## src/rtl/ex_pkg.sv

```systemverilog
// Shared encodings for the execute stage: ALU operation and operand-source selects.
package ex_pkg;

  // ALU operation select (5-bit); codes 14-31 are unused and produce zero.
  localparam logic [4:0] AluAdd  = 5'd0;
  localparam logic [4:0] AluAddu = 5'd1;
  localparam logic [4:0] AluSub  = 5'd2;
  localparam logic [4:0] AluSubu = 5'd3;
  localparam logic [4:0] AluAnd  = 5'd4;
  localparam logic [4:0] AluOr   = 5'd5;
  localparam logic [4:0] AluXor  = 5'd6;
  localparam logic [4:0] AluNor  = 5'd7;
  localparam logic [4:0] AluSlt  = 5'd8;
  localparam logic [4:0] AluSltu = 5'd9;
  localparam logic [4:0] AluSll  = 5'd10;
  localparam logic [4:0] AluSrl  = 5'd11;
  localparam logic [4:0] AluSra  = 5'd12;
  localparam logic [4:0] AluLui  = 5'd13;

  // Operand source select (5-bit); any other value behaves like SrcRsRt.
  localparam logic [4:0] SrcRsRt    = 5'd0;
  localparam logic [4:0] SrcRsSimm  = 5'd1;
  localparam logic [4:0] SrcRsZimm  = 5'd2;
  localparam logic [4:0] SrcShamtRt = 5'd3;

endpackage

```

## src/rtl/ex_alu.sv

```systemverilog
// Combinational ALU: result, zero and signed-overflow from two operands and an op select.
module ex_alu
  import ex_pkg::*;
#(
  parameter int unsigned WIDTH = 32
) (
  input  logic [WIDTH-1:0] i_op1,
  input  logic [WIDTH-1:0] i_op2,
  input  logic [4:0]       i_alu_ctrl,
  output logic [WIDTH-1:0] o_result,
  output logic             o_zero,
  output logic             o_overflow
);

  logic [WIDTH-1:0] w_sum;
  logic [WIDTH-1:0] w_diff;
  logic [4:0]       w_shamt;

  assign w_sum   = i_op1 + i_op2;
  assign w_diff  = i_op1 - i_op2;
  assign w_shamt = i_op1[4:0];

  // Operation decode; overflow is only meaningful for the signed add/sub.
  always_comb begin
    o_result   = '0;
    o_overflow = 1'b0;
    case (i_alu_ctrl)
      AluAdd: begin
        o_result   = w_sum;
        o_overflow = (i_op1[WIDTH-1] == i_op2[WIDTH-1]) && (w_sum[WIDTH-1] != i_op1[WIDTH-1]);
      end
      AluAddu: o_result = w_sum;
      AluSub: begin
        o_result   = w_diff;
        o_overflow = (i_op1[WIDTH-1] != i_op2[WIDTH-1]) && (w_diff[WIDTH-1] != i_op1[WIDTH-1]);
      end
      AluSubu: o_result = w_diff;
      AluAnd:  o_result = i_op1 & i_op2;
      AluOr:   o_result = i_op1 | i_op2;
      AluXor:  o_result = i_op1 ^ i_op2;
      AluNor:  o_result = ~(i_op1 | i_op2);
      AluSlt:  o_result = {{(WIDTH-1){1'b0}}, ($signed(i_op1) < $signed(i_op2))};
      AluSltu: o_result = {{(WIDTH-1){1'b0}}, (i_op1 < i_op2)};
      AluSll:  o_result = i_op2 << w_shamt;
      AluSrl:  o_result = i_op2 >> w_shamt;
      AluSra:  o_result = $unsigned($signed(i_op2) >>> w_shamt);
      AluLui:  o_result = i_op2 << 16;
      default: o_result = '0;
    endcase
  end

  assign o_zero = (o_result == '0);

endmodule

```

## src/rtl/ex_stage.sv

```systemverilog
// Execute stage: operand select, ALU, branch-target adder and a one-cycle output register.
module ex_stage
  import ex_pkg::*;
#(
  parameter int unsigned WIDTH = 32
) (
  input  logic             CLOCK,
  input  logic             RESET,
  input  logic [4:0]       ALUCtrl,
  input  logic [4:0]       ALUSrc,
  input  logic [WIDTH-1:0] RegReadData1,
  input  logic [WIDTH-1:0] RegReadData2,
  input  logic [4:0]       Shamt,
  input  logic [15:0]      Imm,
  input  logic [WIDTH-1:0] PCPlus4,
  output logic [WIDTH-1:0] ALUOut,
  output logic             ZeroFlag,
  output logic             Overflow,
  output logic [WIDTH-1:0] BranchAddr,
  output logic [WIDTH-1:0] StoreData
);

  logic [WIDTH-1:0] w_imm_sext;
  logic [WIDTH-1:0] w_imm_zext;
  logic [WIDTH-1:0] w_shamt_zext;
  logic [WIDTH-1:0] w_op1;
  logic [WIDTH-1:0] w_op2;
  logic [WIDTH-1:0] w_result;
  logic             w_zero;
  logic             w_overflow;
  logic [WIDTH-1:0] w_branch;

  logic [WIDTH-1:0] r_alu_out;
  logic             r_zero;
  logic             r_overflow;
  logic [WIDTH-1:0] r_branch;
  logic [WIDTH-1:0] r_store;

  assign w_imm_sext   = {{(WIDTH-16){Imm[15]}}, Imm};
  assign w_imm_zext   = {{(WIDTH-16){1'b0}}, Imm};
  assign w_shamt_zext = {{(WIDTH-5){1'b0}}, Shamt};

  // Operand select; unlisted source codes fall back to rs/rt.
  always_comb begin
    w_op1 = RegReadData1;
    w_op2 = RegReadData2;
    case (ALUSrc)
      SrcRsSimm:  w_op2 = w_imm_sext;
      SrcRsZimm:  w_op2 = w_imm_zext;
      SrcShamtRt: w_op1 = w_shamt_zext;
      default: begin
        w_op1 = RegReadData1;
        w_op2 = RegReadData2;
      end
    endcase
  end

  ex_alu #(
    .WIDTH(WIDTH)
  ) u_alu (
    .i_op1      (w_op1),
    .i_op2      (w_op2),
    .i_alu_ctrl (ALUCtrl),
    .o_result   (w_result),
    .o_zero     (w_zero),
    .o_overflow (w_overflow)
  );

  // Dedicated branch-target adder, independent of the ALU.
  assign w_branch = PCPlus4 + (w_imm_sext << 2);

  // Output register; synchronous reset wins over the operation presented on the same edge.
  always_ff @(posedge CLOCK) begin
    if (!RESET) begin
      r_alu_out  <= '0;
      r_zero     <= 1'b0;
      r_overflow <= 1'b0;
      r_branch   <= '0;
      r_store    <= '0;
    end else begin
      r_alu_out  <= w_result;
      r_zero     <= w_zero;
      r_overflow <= w_overflow;
      r_branch   <= w_branch;
      r_store    <= RegReadData2;
    end
  end

  assign ALUOut     = r_alu_out;
  assign ZeroFlag   = r_zero;
  assign Overflow   = r_overflow;
  assign BranchAddr = r_branch;
  assign StoreData  = r_store;

endmodule

```

## config.mk

```make
export PLATFORM = sky130hd
export DESIGN_NAME = ex_stage
export DESIGN_NICKNAME = d
export VERILOG_FILES = /design/src/rtl/ex_pkg.sv /design/src/rtl/ex_alu.sv /design/src/rtl/ex_stage.sv
export SDC_FILE = /design/constraint.sdc
export NUM_CORES = 1
export LEC_CHECK = 0
export BUFFER_PORTS_ARGS = -buffer_cell sky130_fd_sc_hd__buf_2
export CAP_MARGIN = 15
export CORE_MARGIN = 5
export CORE_UTILIZATION = 35
export CTS_CLUSTER_DIAMETER = 120
export DETAILED_ROUTE_END_ITERATION = 8
export MAX_ROUTING_LAYER = met4
export PLACE_DENSITY = 0.63
export SETUP_SLACK_MARGIN = 0.05
export SLEW_MARGIN = 0
export SYNTH_ARGS = -nofsm -noshare
export SYNTH_HDL_FRONTEND = slang
export SYNTH_SLANG_ARGS = --single-unit
```

## constraint.sdc

```tcl
create_clock -name CLOCK -period 6.4 [get_ports CLOCK]
set_clock_uncertainty 0.1 [all_clocks]
set_input_delay 0.64 -clock CLOCK [delete_from_list [all_inputs] [get_ports CLOCK]]
set_output_delay 0.64 -clock CLOCK [all_outputs]
set_load 0.03 [all_outputs]
```

## Yosys cells after proc, flatten, opt, wreduce, memory -nomap -nowiden

Cells that the tools add are included.

- $add $sub $neg: 3
- $lt $le $gt $ge: 2
- Equality and inequality tests: 20
- Shift-type cells: 3
- Mux-type cells: 4
- Bitwise operators: 4
- Reduce and logical (&&, ||, !) cells: 6

Operators by type and width:

| cell | count |
|---|---|
| 32-bit one-hot mux with 12 select lines | 1 |
| 32-bit adder | 2 |
| 32-bit < comparator | 2 |
| 32-bit one-hot mux with 2 select lines | 1 |
| 32-bit AND | 1 |
| 32-bit zero test | 1 |
| 32-bit 2-to-1 mux | 1 |
| 32-bit inverter | 1 |
| 32-bit bitwise OR | 1 |
| 32-bit by 5-bit << shifter with 32-bit output | 1 |
| 32-bit by 5-bit right shift with 32-bit output | 1 |
| 32-bit by 5-bit >>> shifter with 32-bit output | 1 |
| 32-bit subtractor | 1 |
| 32-bit XOR | 1 |
| 5-bit by 4-bit == test with 1-bit output, second input constant | 6 |
| 5-bit by 2-bit == test with 1-bit output, second input constant | 4 |
| 5-bit by 3-bit == test with 1-bit output, second input constant | 4 |
| 5-bit by 1-bit == test with 1-bit output, second input constant | 2 |
| 5-bit zero test | 1 |
| 2-bit OR reduction | 2 |
| 1-bit != test | 3 |
| 1-bit logical AND | 2 |
| 1-bit one-hot mux with 2 select lines | 1 |
| 1-bit == test | 1 |

- Register bits after elaboration: 98
- Input bits: 129
- Output and inout port bits: 98
- Logic and storage cells: 47

## Depth between registers and ports, before layout

- Depth in word-level cells: 6
- Mapped depth: 23
- Gate-level depth less buffers: 19

## By module

A second synthesis with hierarchy kept.

- Cell total of the unflattened synthesis: 1,957
- Area, all modules: 14,838.0 µm²

By module, submodules not included:

| module | times used | cells each | area an instance (µm²) | seq. area each (µm²) |
|---|---|---|---|---|
| ex_alu | 1 | 1,425 | 9,982.1 | 0.0 |
| ex_stage | 1 | 532 | 4,855.9 | 1,961.9 |

## Least setup slack after synthesis

Ideal clock, no wire load.

- Path kind: in2reg
- From: input ALUSrc[4]
- To: register r_zero, in the netlist ZeroFlag
- Library setup time: 0.060 ns
- Arrival: 5.545 ns
- Data required time: 6.240 ns
- Slack: 0.696 ns
- Cell stages on the path: 21
- Buffers on the path: 5
- Path through: or3_4 > buf_6 > buf_6 > o21ai_0 > and2_1 > buf_2 > clkbuf_1 > clkbuf_1 > ha_1 > a2111oi_1 > o31a_1 > o21bai_1 > a221o_1 > a211oi_1 > o31ai_1 > o41ai_1 > o31ai_1 > a21o_1 > a2111o_1 > nor4_1 > and3_1

- Word-level cells in the longest chain between the ends: 6

RTL lines:

| item | RTL line | source |
|---|---|---|
| start: declaration | ex_stage.sv:10 | `input logic [4:0] ALUSrc,` |
| parallel branches: the longest is 4 deep, another holds 32-bit subtractor | n/a |  |
| 32-bit one-hot mux with 12 select lines * | ex_alu.sv:27 | `case (i_alu_ctrl)` |
| 32-bit zero test * | ex_alu.sv:52 | `assign o_zero = (o_result == '0);` |
| end signal: assignment | ex_stage.sv:82 | `r_zero <= w_zero;` |
| end: declaration | ex_stage.sv:34 | `logic r_zero;` |

Mark *: on every way between the ends.
A chain may end at the register's enable or synchronous reset.

## Worst setup path in the final report

- From: input ALUSrc[1]
- To: register r_zero, in the netlist ZeroFlag

Same word-level chain as after synthesis.

==> impl_metrics.tcl <==
set metrics [dict create \
    drc 0 \
    maxCapViolations 0 \
    timing.fmax_mhz 169 \
    synth-edff-count 0 \
    synth_compound_area_share_pct 34.9 \
    min_path_type "in -> reg" \
    cp.arrival_ns 6.13 \
    dp_hpwl_um 63100 \
    finalHoldViolCount 0 \
    cts_buffers 9 \
    ios 227 \
    die_y_um 216 \
    grt_setup_unrepaired "no" \
    via_count 18500 \
    hold_buffers 0 \
    core_um2 41900 \
    cts_setup_buffers 0 \
    synth_async_sr_flop_share_pct 0 \
    tightest_slew_ns 1.12 \
    timing.final.crit_share_pct 92.3 \
    crit_type "in -> reg" \
    synth-simple-area-share_pct 26.0 \
    vias_per_cell 6.44 \
    internal_power_uw 1460 \
    cts-root-buf "clkbuf_16" \
    setup_violations 0 \
    synth-seq-cells 98 \
    layout-drive-gt1-share_pct 15.9 \
    synthAdderAreaFrac_pct 11.1 \
    vdd_drop_max_mv 0.110 \
    fin_crit_ns 5.91 \
    synth_top_cell_by_area "dfxtp_1" \
    dieArea_um2 46700 \
    cts_tree "built" \
    ant_nets 0 \
    path_clk_slew_ns 0.08 \
    p_seq_share_pct 23.6 \
    status "complete, no violations" \
    leakagePower_uw 0.00754 \
    power_switching_uw 1380 \
    end_kind "flip-flop" \
    p_per_area_nw_per_um2 168 \
    antenna_found_initial 1 \
    synth_cells 2156 \
    cts_resized 0 \
    clock_power_share_pct 18.9 \
    synthesis.area_um2 14900 \
    port_buffers 226 \
    synthXorXnorAreaFrac_pct 2.81 \
    p_sw_share_pct 48.6 \
    synth_top_family_by_area "compound AO/OA/AOI/OAI gates" \
    slew_headroom_pct 24.4 \
    synthTopCellsByCount "nand2_1 (205), nor2_1 (167), a21oi_1 (166)" \
    final_core_util_pct 40.3 \
    start_util_pct 35.4 \
    cts_buffer_depth 2 \
    grt-ovfl-total 0 \
    nets 2586 \
    ys.flop_type "dfxtp_1" \
    worstPathRequired_ns 6.62 \
    muxShareOfSynthArea_pct 4.58 \
    die_w_um 216 \
    avgSynthCellArea_um2 6.89 \
    synth_area_leaders "dfxtp_1 (13%), ha_1 (11%), a21oi_1 (5.6%)" \
    grt_start_max_net_pins 104 \
    grt_pass1_wl_um 114000 \
    drt-pass1-iter-count 6 \
    combPwrFrac_pct 57.5 \
    cp-start-kind "input pin" \
    yosysMostFrequentCell "nand2_1" \
    slew_viol_final 0 \
    grt_use_total_pct 32.7 \
    placementRows 75 \
    crit_fanout 18 \
    wl_um 78200 \
    area_growth_pct 13.7 \
    fin_tns_setup_ns 0 \
    hold_slack_ns 0.369 \
    wl_per_cell_um 27.2 \
    cts.sinks 98 \
    gp_congestion 1.08 \
    grt_pass1_vias 17100 \
    drt_iter0_drc 2709 \
    h-tree-depth 3 \
    synth_cell_types 104 \
    yosysSeqAreaShare_pct 13.2 \
    power_uw 2840 \
    syn_nets 2415 \
    synth_top_area_share_pct 13.2 \
    yosysWarnings 0 \
]
-- sequential cells by signal, indices dropped and copies added (netlist names) --
name	flops
StoreData	32
BranchAddr	32
ZeroFlag	1
Overflow	1
ALUOut	32
-- worst max-delay path: stages --
cell	delay (ns)
buf_2	0.18
xnor2_2	0.85
o21ai_1	0.23
nand2_1	0.27
inv_1	0.16
ha_1	0.37
nor3_1	0.08
a211o_1	0.32
o41ai_1	0.62
o21ai_0	0.38
o21ai_0	0.29
xnor2_1	0.18
o211ai_1	0.16
or4_1	0.56
nor4_1	0.35
nand4_1	0.14
nor4_1	0.18
and3_1	0.18
-- placed cells by master (no fill, tap or decap), types with 17 or more instances in the layout --
| cell type | instances |
|---|---|
| ha_1 | 127 |
| and3_1 | 19 |
| dfxtp_1 | 98 |
| buf_2 | 225 |
| buf_4 | 75 |
| o31ai_1 | 23 |
| o21a_1 | 21 |
| a21oi_1 | 166 |
| mux2i_1 | 61 |
| o211ai_1 | 60 |
| a221oi_1 | 17 |
| nand2b_1 | 26 |
| xnor2_1 | 35 |
| o22ai_1 | 50 |
| nor2_1 | 167 |
| nand3_1 | 81 |
| o21bai_1 | 19 |
| nor2b_1 | 34 |
| nand2_1 | 205 |
| o21ai_0 | 153 |
| a21o_1 | 29 |
| nor4_1 | 22 |
| o21ai_1 | 18 |
| a211oi_1 | 42 |
| nor3_1 | 60 |
| a31oi_1 | 26 |
| inv_1 | 119 |
| nand4_1 | 23 |
| and2_1 | 76 |
-- area by class of cell --
cell class                      count  area [um2]
Timing Repair Buffer              301        1710
Tap cell                          539         674
Multi-Input combinational cell   1792       11800
Clock inverter                      6        56.3
Inverter                          125         469
Clock buffer                       10         229
Antenna cell                        1        2.50
Sequential cell                    98        1960
Fill cell                        4448       25000
-- power groups by stage --
stage	clock, uW	combinational, uW	sequential (uW)
after floorplan	0	926	788
after global placement	0	1570	684
after detailed placement	0	1570	685
after CTS	553	1580	671
after global routing	580	1730	677
final	535	1630	670
-- layer usage --
metal  up-vias  track usage [%]  part of all wire [%]
li1       8326                -                     -
met1      8770             40.7                    40
met2      1143             50.6                    44
met3       250             5.73                   8.9
met4         0             17.6                   6.8
met5         -                -                     0
-- path summary, 6_finish.rpt --
kind | from | depth (start not counted) | end | slack (ns)
max | ALUSrc[1] | 18 | ZeroFlag | 0.49
min | PCPlus4[0] | 2 | BranchAddr[0] | 0.37
-- cells by family (layout without fill, tap and decap cells) --
logic type / Yosys count / after routing
compound gates: 775 / 775
xor+xnor: 46 / 46
fa+ha+maj: 130 / 130
other cells: 0 / 1
mux: 67 / 67
flops: 98 / 98
simple gates: 774 / 774
buf+inv: 266 / 442
-- per-stage QoR --
stage               std cells  setup slack [ns]  area [um2]
CTS                      2871             0.758       16900
global route             2872             0.296       16900
global placement         2855             0.333       16600
detailed placement       2855             0.362       16600
finish                   2872             0.493       16900
floorplan                2156             0.696       14900
Power figures use the tool's default switching activity.
